===== src/rtl/mem_stage.sv =====
// Memory-access pipeline stage between EX and WB: request/grant/response data-memory port, lane alignment, load extension.
// Optional build macro MEM_MISALIGN_TRAP_EN: trap misaligned accesses instead of force-aligning them.

package struct_pckg;
   typedef struct packed {
      logic        is_valid;
      logic [63:0] rf_wr_data;
      logic [63:0] rs2;
      logic [4:0]  rd;
      logic        rf_wr;
      logic        mem_rd;
      logic        mem_wr;
      logic        mem_to_reg;
      logic        mem_ext;
      logic [1:0]  mem_req_unit;
      logic        is_64W;
   } interconnection_struct;
endpackage

module mem_stage
   import struct_pckg::*;
#(
   parameter int XLEN = 64
) (
   input  logic                 clk,
   input  logic                 rst_n,
   input  interconnection_struct ex_in,
   output logic                 ex_ready,
   output interconnection_struct wb_out,
   output logic                 dmem_req,
   output logic                 dmem_we,
   output logic [XLEN-1:0]      dmem_addr,
   output logic [7:0]           dmem_be,
   output logic [XLEN-1:0]      dmem_wdata,
   input  logic                 dmem_gnt,
   input  logic                 dmem_rvalid,
   input  logic [XLEN-1:0]      dmem_rdata,
   output logic                 misalign_err
);

   typedef enum logic [1:0] {IDLE, REQ, RESP} state_t;

   state_t                state, state_nxt;
   interconnection_struct hold, hold_nxt;
   interconnection_struct wb_nxt;
   logic                  err_nxt;
   logic [2:0]            off;
   logic [7:0]            be_base;
   logic [XLEN-1:0]       rshift, load_val;
   logic                  accept, is_mem, misal;

   assign ex_ready = (state == IDLE);
   assign accept   = ex_in.is_valid && ex_ready;
   assign is_mem   = ex_in.mem_rd || ex_in.mem_wr;

   // Offset bits below the access size are dropped so the lanes stay inside the doubleword.
   always_comb begin
      off     = hold.rf_wr_data[2:0];
      be_base = 8'hFF;
      case (hold.mem_req_unit)
         2'b00: begin off = hold.rf_wr_data[2:0];         be_base = 8'h01; end
         2'b01: begin off = {hold.rf_wr_data[2:1], 1'b0}; be_base = 8'h03; end
         2'b10: begin off = {hold.rf_wr_data[2], 2'b00};  be_base = 8'h0F; end
         default: begin off = 3'b000;                     be_base = 8'hFF; end
      endcase
   end

   assign dmem_addr  = {hold.rf_wr_data[XLEN-1:3], 3'b000};
   assign dmem_we    = hold.mem_wr;
   assign dmem_be    = be_base << off;
   assign dmem_wdata = hold.rs2 << {off, 3'b000};
   assign rshift     = dmem_rdata >> {off, 3'b000};

   always_comb begin
      load_val = rshift;
      case (hold.mem_req_unit)
         2'b00: load_val = hold.mem_ext ? {56'b0, rshift[7:0]}  : {{56{rshift[7]}}, rshift[7:0]};
         2'b01: load_val = hold.mem_ext ? {48'b0, rshift[15:0]} : {{48{rshift[15]}}, rshift[15:0]};
         2'b10: load_val = hold.mem_ext ? {32'b0, rshift[31:0]} : {{32{rshift[31]}}, rshift[31:0]};
         default: load_val = rshift;
      endcase
   end

`ifdef MEM_MISALIGN_TRAP_EN
   always_comb begin
      case (ex_in.mem_req_unit)
         2'b01:   misal = ex_in.rf_wr_data[0];
         2'b10:   misal = |ex_in.rf_wr_data[1:0];
         2'b11:   misal = |ex_in.rf_wr_data[2:0];
         default: misal = 1'b0;
      endcase
   end
`else
   assign misal = 1'b0;
`endif

   always_comb begin
      state_nxt       = state;
      hold_nxt        = hold;
      wb_nxt          = wb_out;
      wb_nxt.is_valid = 1'b0;
      err_nxt         = 1'b0;
      dmem_req        = 1'b0;
      case (state)
         IDLE: begin
            if (accept) begin
               if (!is_mem) begin
                  wb_nxt = ex_in;
               end else if (misal) begin
                  wb_nxt       = ex_in;
                  wb_nxt.rf_wr = 1'b0;
                  err_nxt      = 1'b1;
               end else begin
                  hold_nxt  = ex_in;
                  state_nxt = REQ;
               end
            end
         end
         REQ: begin
            dmem_req = 1'b1;
            if (dmem_gnt) begin
               if (hold.mem_wr) begin
                  wb_nxt          = hold;
                  wb_nxt.rf_wr    = 1'b0;
                  wb_nxt.is_valid = 1'b1;
                  state_nxt       = IDLE;
               end else begin
                  state_nxt = RESP;
               end
            end
         end
         RESP: begin
            if (dmem_rvalid) begin
               wb_nxt          = hold;
               wb_nxt.is_valid = 1'b1;
               if (hold.mem_to_reg) wb_nxt.rf_wr_data = load_val;
               state_nxt = IDLE;
            end
         end
         default: state_nxt = IDLE;
      endcase
   end

   always_ff @(posedge clk) begin
      if (!rst_n) begin
         state  <= IDLE;
         hold   <= '0;
         wb_out <= '0;
      end else begin
         state  <= state_nxt;
         hold   <= hold_nxt;
         wb_out <= wb_nxt;
      end
   end

`ifdef MEM_MISALIGN_TRAP_EN
   always_ff @(posedge clk) begin
      if (!rst_n) misalign_err <= 1'b0;
      else        misalign_err <= err_nxt;
   end
`else
   assign misalign_err = 1'b0;
   logic unused_err;
   assign unused_err = err_nxt;
`endif

endmodule

===== config.mk =====
export PLATFORM = sky130hd
export DESIGN_NAME = mem_stage
export DESIGN_NICKNAME = d
export VERILOG_FILES = /design/src/rtl/mem_stage.sv
export SDC_FILE = /design/constraint.sdc
export NUM_CORES = 1
export LEC_CHECK = 0
export ABC_AREA = 1
export CORE_UTILIZATION = 43
export CTS_BUF_LIST = sky130_fd_sc_hd__clkbuf_16
export CTS_CLUSTER_DIAMETER = 40
export DETAILED_ROUTE_END_ITERATION = 8
export PLACE_DENSITY = 0.88
export SYNTH_ARGS = -nofsm -noshare
export SYNTH_HDL_FRONTEND = slang
export SYNTH_SLANG_ARGS = --single-unit

===== constraint.sdc =====
create_clock -name clk -period 2.07 [get_ports clk]
set_clock_uncertainty 0.05 [all_clocks]
set_input_delay 0.3105 -clock clk [delete_from_list [all_inputs] [get_ports clk]]
set_output_delay 0.3105 -clock clk [all_outputs]
set_load 0.05 [all_outputs]

### Word-level counts from Yosys, hierarchy flattened

Index checks and enable logic that the tools add are counted.

* word-level logic and storage cells: 63
* output and inout bits: 282
* bits in registers: 285

* reduce and logical (&&, ||, !) cells: 8
* muxes and demuxes: 20
* equal/unequal tests: 10
* shift operators: 3

Operator list (count)
* two-way mux 142 bit: 5
* one-hot mux 142 bit (3 select lines): 1
* two-way mux 64 bit: 4
* one-hot mux 64 bit (3 select lines): 1
* << shifter 64 x 6 -> 64 bit: 1
* right shift 64 x 6 -> 64 bit: 1
* one-hot mux 8 bit (3 select lines): 1
* two-way mux 2 bit: 5
* one-hot mux 3 bit (3 select lines): 1
* != test 2 bit, second input constant: 4
* << shifter 8 x 3 -> 8 bit: 1
* one-hot mux 2 bit (3 select lines): 1
* AND reduction 6 bit: 1
* == test 2 x 1 -> 1 bit, second input constant: 2
* == test 2 bit, second input constant: 2
* logical NOT 2 bit: 2
* != test 2 x 1 -> 1 bit, second input constant: 2
* AND reduction 4 bit: 1
* AND reduction 3 bit: 1
* nonzero test 3 bit: 1
* logical AND 1 bit: 1
* logical OR 1 bit: 1
* two-way mux 1 bit: 1

### Longest topological paths before layout

* depth after elaboration: 8
* mapped depth: 15
* mapped depth without buffers: 13

### Worst setup path after synthesis

OpenSTA, ideal clock, no wires.

* path kind: register to output
* from: register hold[1] (netlist bit)
* to: output port dmem_wdata[0]
* arrival: 2.730 ns
* path slack: -1.020 ns
* cell stages (with the launch flop): 9
* path through: dfxtp_1 -> inv_1 -> nand2_2 -> nor2_4 -> buf_2 -> buf_2 -> nor2_1 -> inv_1 -> nor2_1

* longest elaborated chain between the ends: 3
* elaborated cells on any way between the ends: 5
* classes of those cells: eq/ne (2); shift (1); mux (1); reduce/logical (1)

Ends and longest elaborated chain
* start: declaration: RTL line 44 `interconnection_struct hold, hold_nxt;`
* start signal: assignment: RTL line 151 `hold <= hold_nxt;`
* == test 2 bit, or another cell as far along: RTL line 60 `case (hold.mem_req_unit)`
* one-hot mux 3 bit (3 select lines) *: RTL line 60
* << shifter 64 x 6 -> 64 bit *: RTL line 71 `assign dmem_wdata = hold.rs2 << {off, 3'b000};`
* end: declaration: RTL line 34 `output logic [XLEN-1:0] dmem_wdata,`

Mark *: on every way between the ends. The rest lies on a longest branch, timed or not.

### Worst setup path in the final report

* from: register hold[2] (netlist bit)
* to: output port dmem_wdata[50]

Same word-level chain as after synthesis.

==> summary.md <==
| Metric | Value |
|---|---|
| I/O pins | 492 |
| Synth Instances | 2292 |
| Crit path kind | flop to output port |
| CTS Buf Count | 46 |
| CP Data Required Time | 1710 ps |
| Minimum clock period | 2750 ps |
| #FFs+latches synth | 285 |
| Clock Tree Buf Depth | 3 |
| Die X | 191 µm |
| Top cell type's share of synthesized area | 0.370 |
| Leak | 13.4 nW |
| Number of synthesized flops with an enable pin | 0 |
| Synth Warn # | 0 |
| Vias in the first global route | 18760 |
| Crit path max fanout | 5 |
| Core ar. | 0.0355 mm² |
| Failing checks | setup timing |
| Peak Freq | 364 MHz |
| Post-synth cell types | 41 |
| DRT Pass-1 Iters | 7 |
| Slew Limit Fails | 0 |
| Row count | 69 |
| Startpoint types | flop |
| Post-synth ARST share | 0 |
| VDD IR max | 0.000779 V |
| Post-route ant nets | 0 |
| Final WS setup | -680 ps |
| Drt via density | 6.18 |
| Initial antenna violation count | 8 |
| IO Port Bufs | 487 |
| Unrepaired setup endpoints after global routing | yes |
| Largest net degree at the start of global routing | 101 |
| GRT Overall Usage | 0.402 |
| DRT Wirelength | 83400 µm |
| CTS clk-pin slew, worst paths | 60 ps |
| Cell Area, Synth | 0.0154 mm² |
| Nets | 3089 |
| Final Cycle Share | 1.33 |
| Most frequent cell after synthesis | nand2_1 |
| Syn-to-layout area delta | 83.5% |
| WP data arrival | 2390 ps |
| Rel. slew slack | 0.609 |
| Root Buffer | clkbuf_16 |
| H-Tree Depth | 2 |
| Synth Flop Type | dfxtp_1 |
| GPL Wtd Cong | 1.03 |
| Non-filler cells, final | 3383 |
| Final hold violations | 0 |
| Top post-synthesis cells by area | dfxtp_1, nand2_1, o21ai_0, a21oi_1, a221oi_1 |
| Post-synth top cells | nand2_1, o21ai_0, dfxtp_1, a21oi_1, nor2_1 |
| Die area | 0.0367 mm² |
| Iter 0 DRT Violations | 2787 |
| Die Height | 191 µm |
| DRC Markers | 0 |
| Average size of a mapped cell | 6.73 µm² |
| Hold Buf Count CTS | 0 |
| Final core utilization | 0.798 |
| Worst Tran Pin Value | 585 ps |
| Fraction of layout cells with a size suffix above 1 | 0.314 |
| Post-synthesis sequential area ratio | 0.370 |
| Outcome | finished, violations left |
| Area leader, netlist | dfxtp_1 |
| Worst skew pair latency | 560 ps |
| Placed cell count | 3215 |
| Crit end category | output port |
| Starting Density | 0.435 |
| Hold crit path type | input port to flop |
| Final setup vio count | 137 |
| Overall via count from detail_route | 20917 |
| Post-DP HPWL | 56200 µm |
| First-pass GRT wire length | 113000 µm |
| Total grt overflow | 0 |
| Setup TNS | -63630 ps |
| Max-Cap Viols | 0 |
| Power Density | 927 mW/mm² |
| WL per Instance | 24.6 µm |
| Clock tree sinks | 285 |
| CTS tree | done |
[cell usage in the layout (no fill, tap or decap), types with 15 or more instances in the layout]
master,count
nand2_2,96
buf_4,191
nand3_2,22
clkbuf_16,55
o21ai_4,47
nand2_1,417
a221oi_1,60
o211ai_1,16
nor2_1,102
o221ai_4,15
o21ai_0,223
inv_1,131
nor2_4,43
o21ai_2,49
clkdlybuf4s50_1,226
dfxtp_1,281
a21oi_2,28
o21ai_1,25
dlymetal6s2s_1,172
nand2_4,41
buf_6,58
nand3_1,22
a21oi_1,210
buf_12,111
a31oi_1,78
[final timing paths]
| path | start | end | slack [ps] | cells after the start |
|---|---|---|---|---|
| worst max-delay path | hold[2] | dmem_wdata[50] | -680 | 11 |
| worst min-delay path | rst_n | dmem_addr[17] | 150 | 3 |
| worst max register to register | hold[2] | wb_out[121] | -530 | 16 |
| worst min register to register | wb_out[59] | wb_out[59] | 420 | 2 |
[stage by stage]
step | cell area, µm² | setup WS (ps) | total power (W) | hold WS, ps
2_1_floorplan | 16300 | -218 | 0.0121 | 391
3_3_place_gp | 23100 | -319 | 0.0164 | 401
3_5_place_dp | 23100 | -260 | 0.0165 | 412
4_1_cts | 25300 | -619 | 0.0244 | 145
5_1_grt | 28300 | -728 | 0.0268 | 179
6_report | 28300 | -680 | 0.0262 | 148
[sequential cells by signal (all words and copies together) (netlist names)]
register   flops
dmem_we        1
hold          79
wb_out       142
state          2
dmem_addr     61
[layout make-up]
cell class / count / area, µm²
tap: 461 / 577
multi-input combinational: 1601 / 10600
clock buffer: 47 / 1180
antenna: 8 / 20.0
timing repair buffer: 788 / 9220
clock inverter: 36 / 312
fill: 2230 / 7160
inverter: 154 / 629
sequential: 285 / 5720
timing repair inverter: 3 / 43.8
[cells by family after synthesis]
group           count (synthesis)  share of synthesized area
simple gates                  792                      0.207
buf+inv                       410                      0.125
compound gates                802                      0.297
mux                             2                    0.00130
flops                         285                      0.370
other cells                     1                   0.000243
[timing repair]
item                       4_1_cts  5_1_grt
gates resized for setup        172      645
pin swaps                       20      160
buffers inserted                17       55
cloned                           1       13
setup endpoints to repair      261      308
[worst max-delay path, cell delays in order, from the launching register on]
cell      delay [ps]
dfxtp_4          350
nor2_4           180
nand2_8          100
buf_12           150
buf_6            130
nand2_4           60
o21ai_4           80
o22ai_4          150
buf_6            150
nor2_2            50
a221oi_4         250
buf_12           180
[where the power goes]
part	switching, W	total, W	internal, W
combinational	0.00737	0.0123	0.00488
sequential	0.000458	0.00648	0.00602
clock	0.00296	0.00752	0.00455
[per-layer routing]
metal,track usage,routed length [µm],vias up,share of wire
met5,0,0,-,0
met2,0.614,37700,1689,0.45
met4,0.193,4770,0,0.057
met3,0.0856,9510,396,0.11
li1,-,-,8959,-
met1,0.534,31400,9873,0.38
No activity file was read; power rests on OpenSTA's default activity.
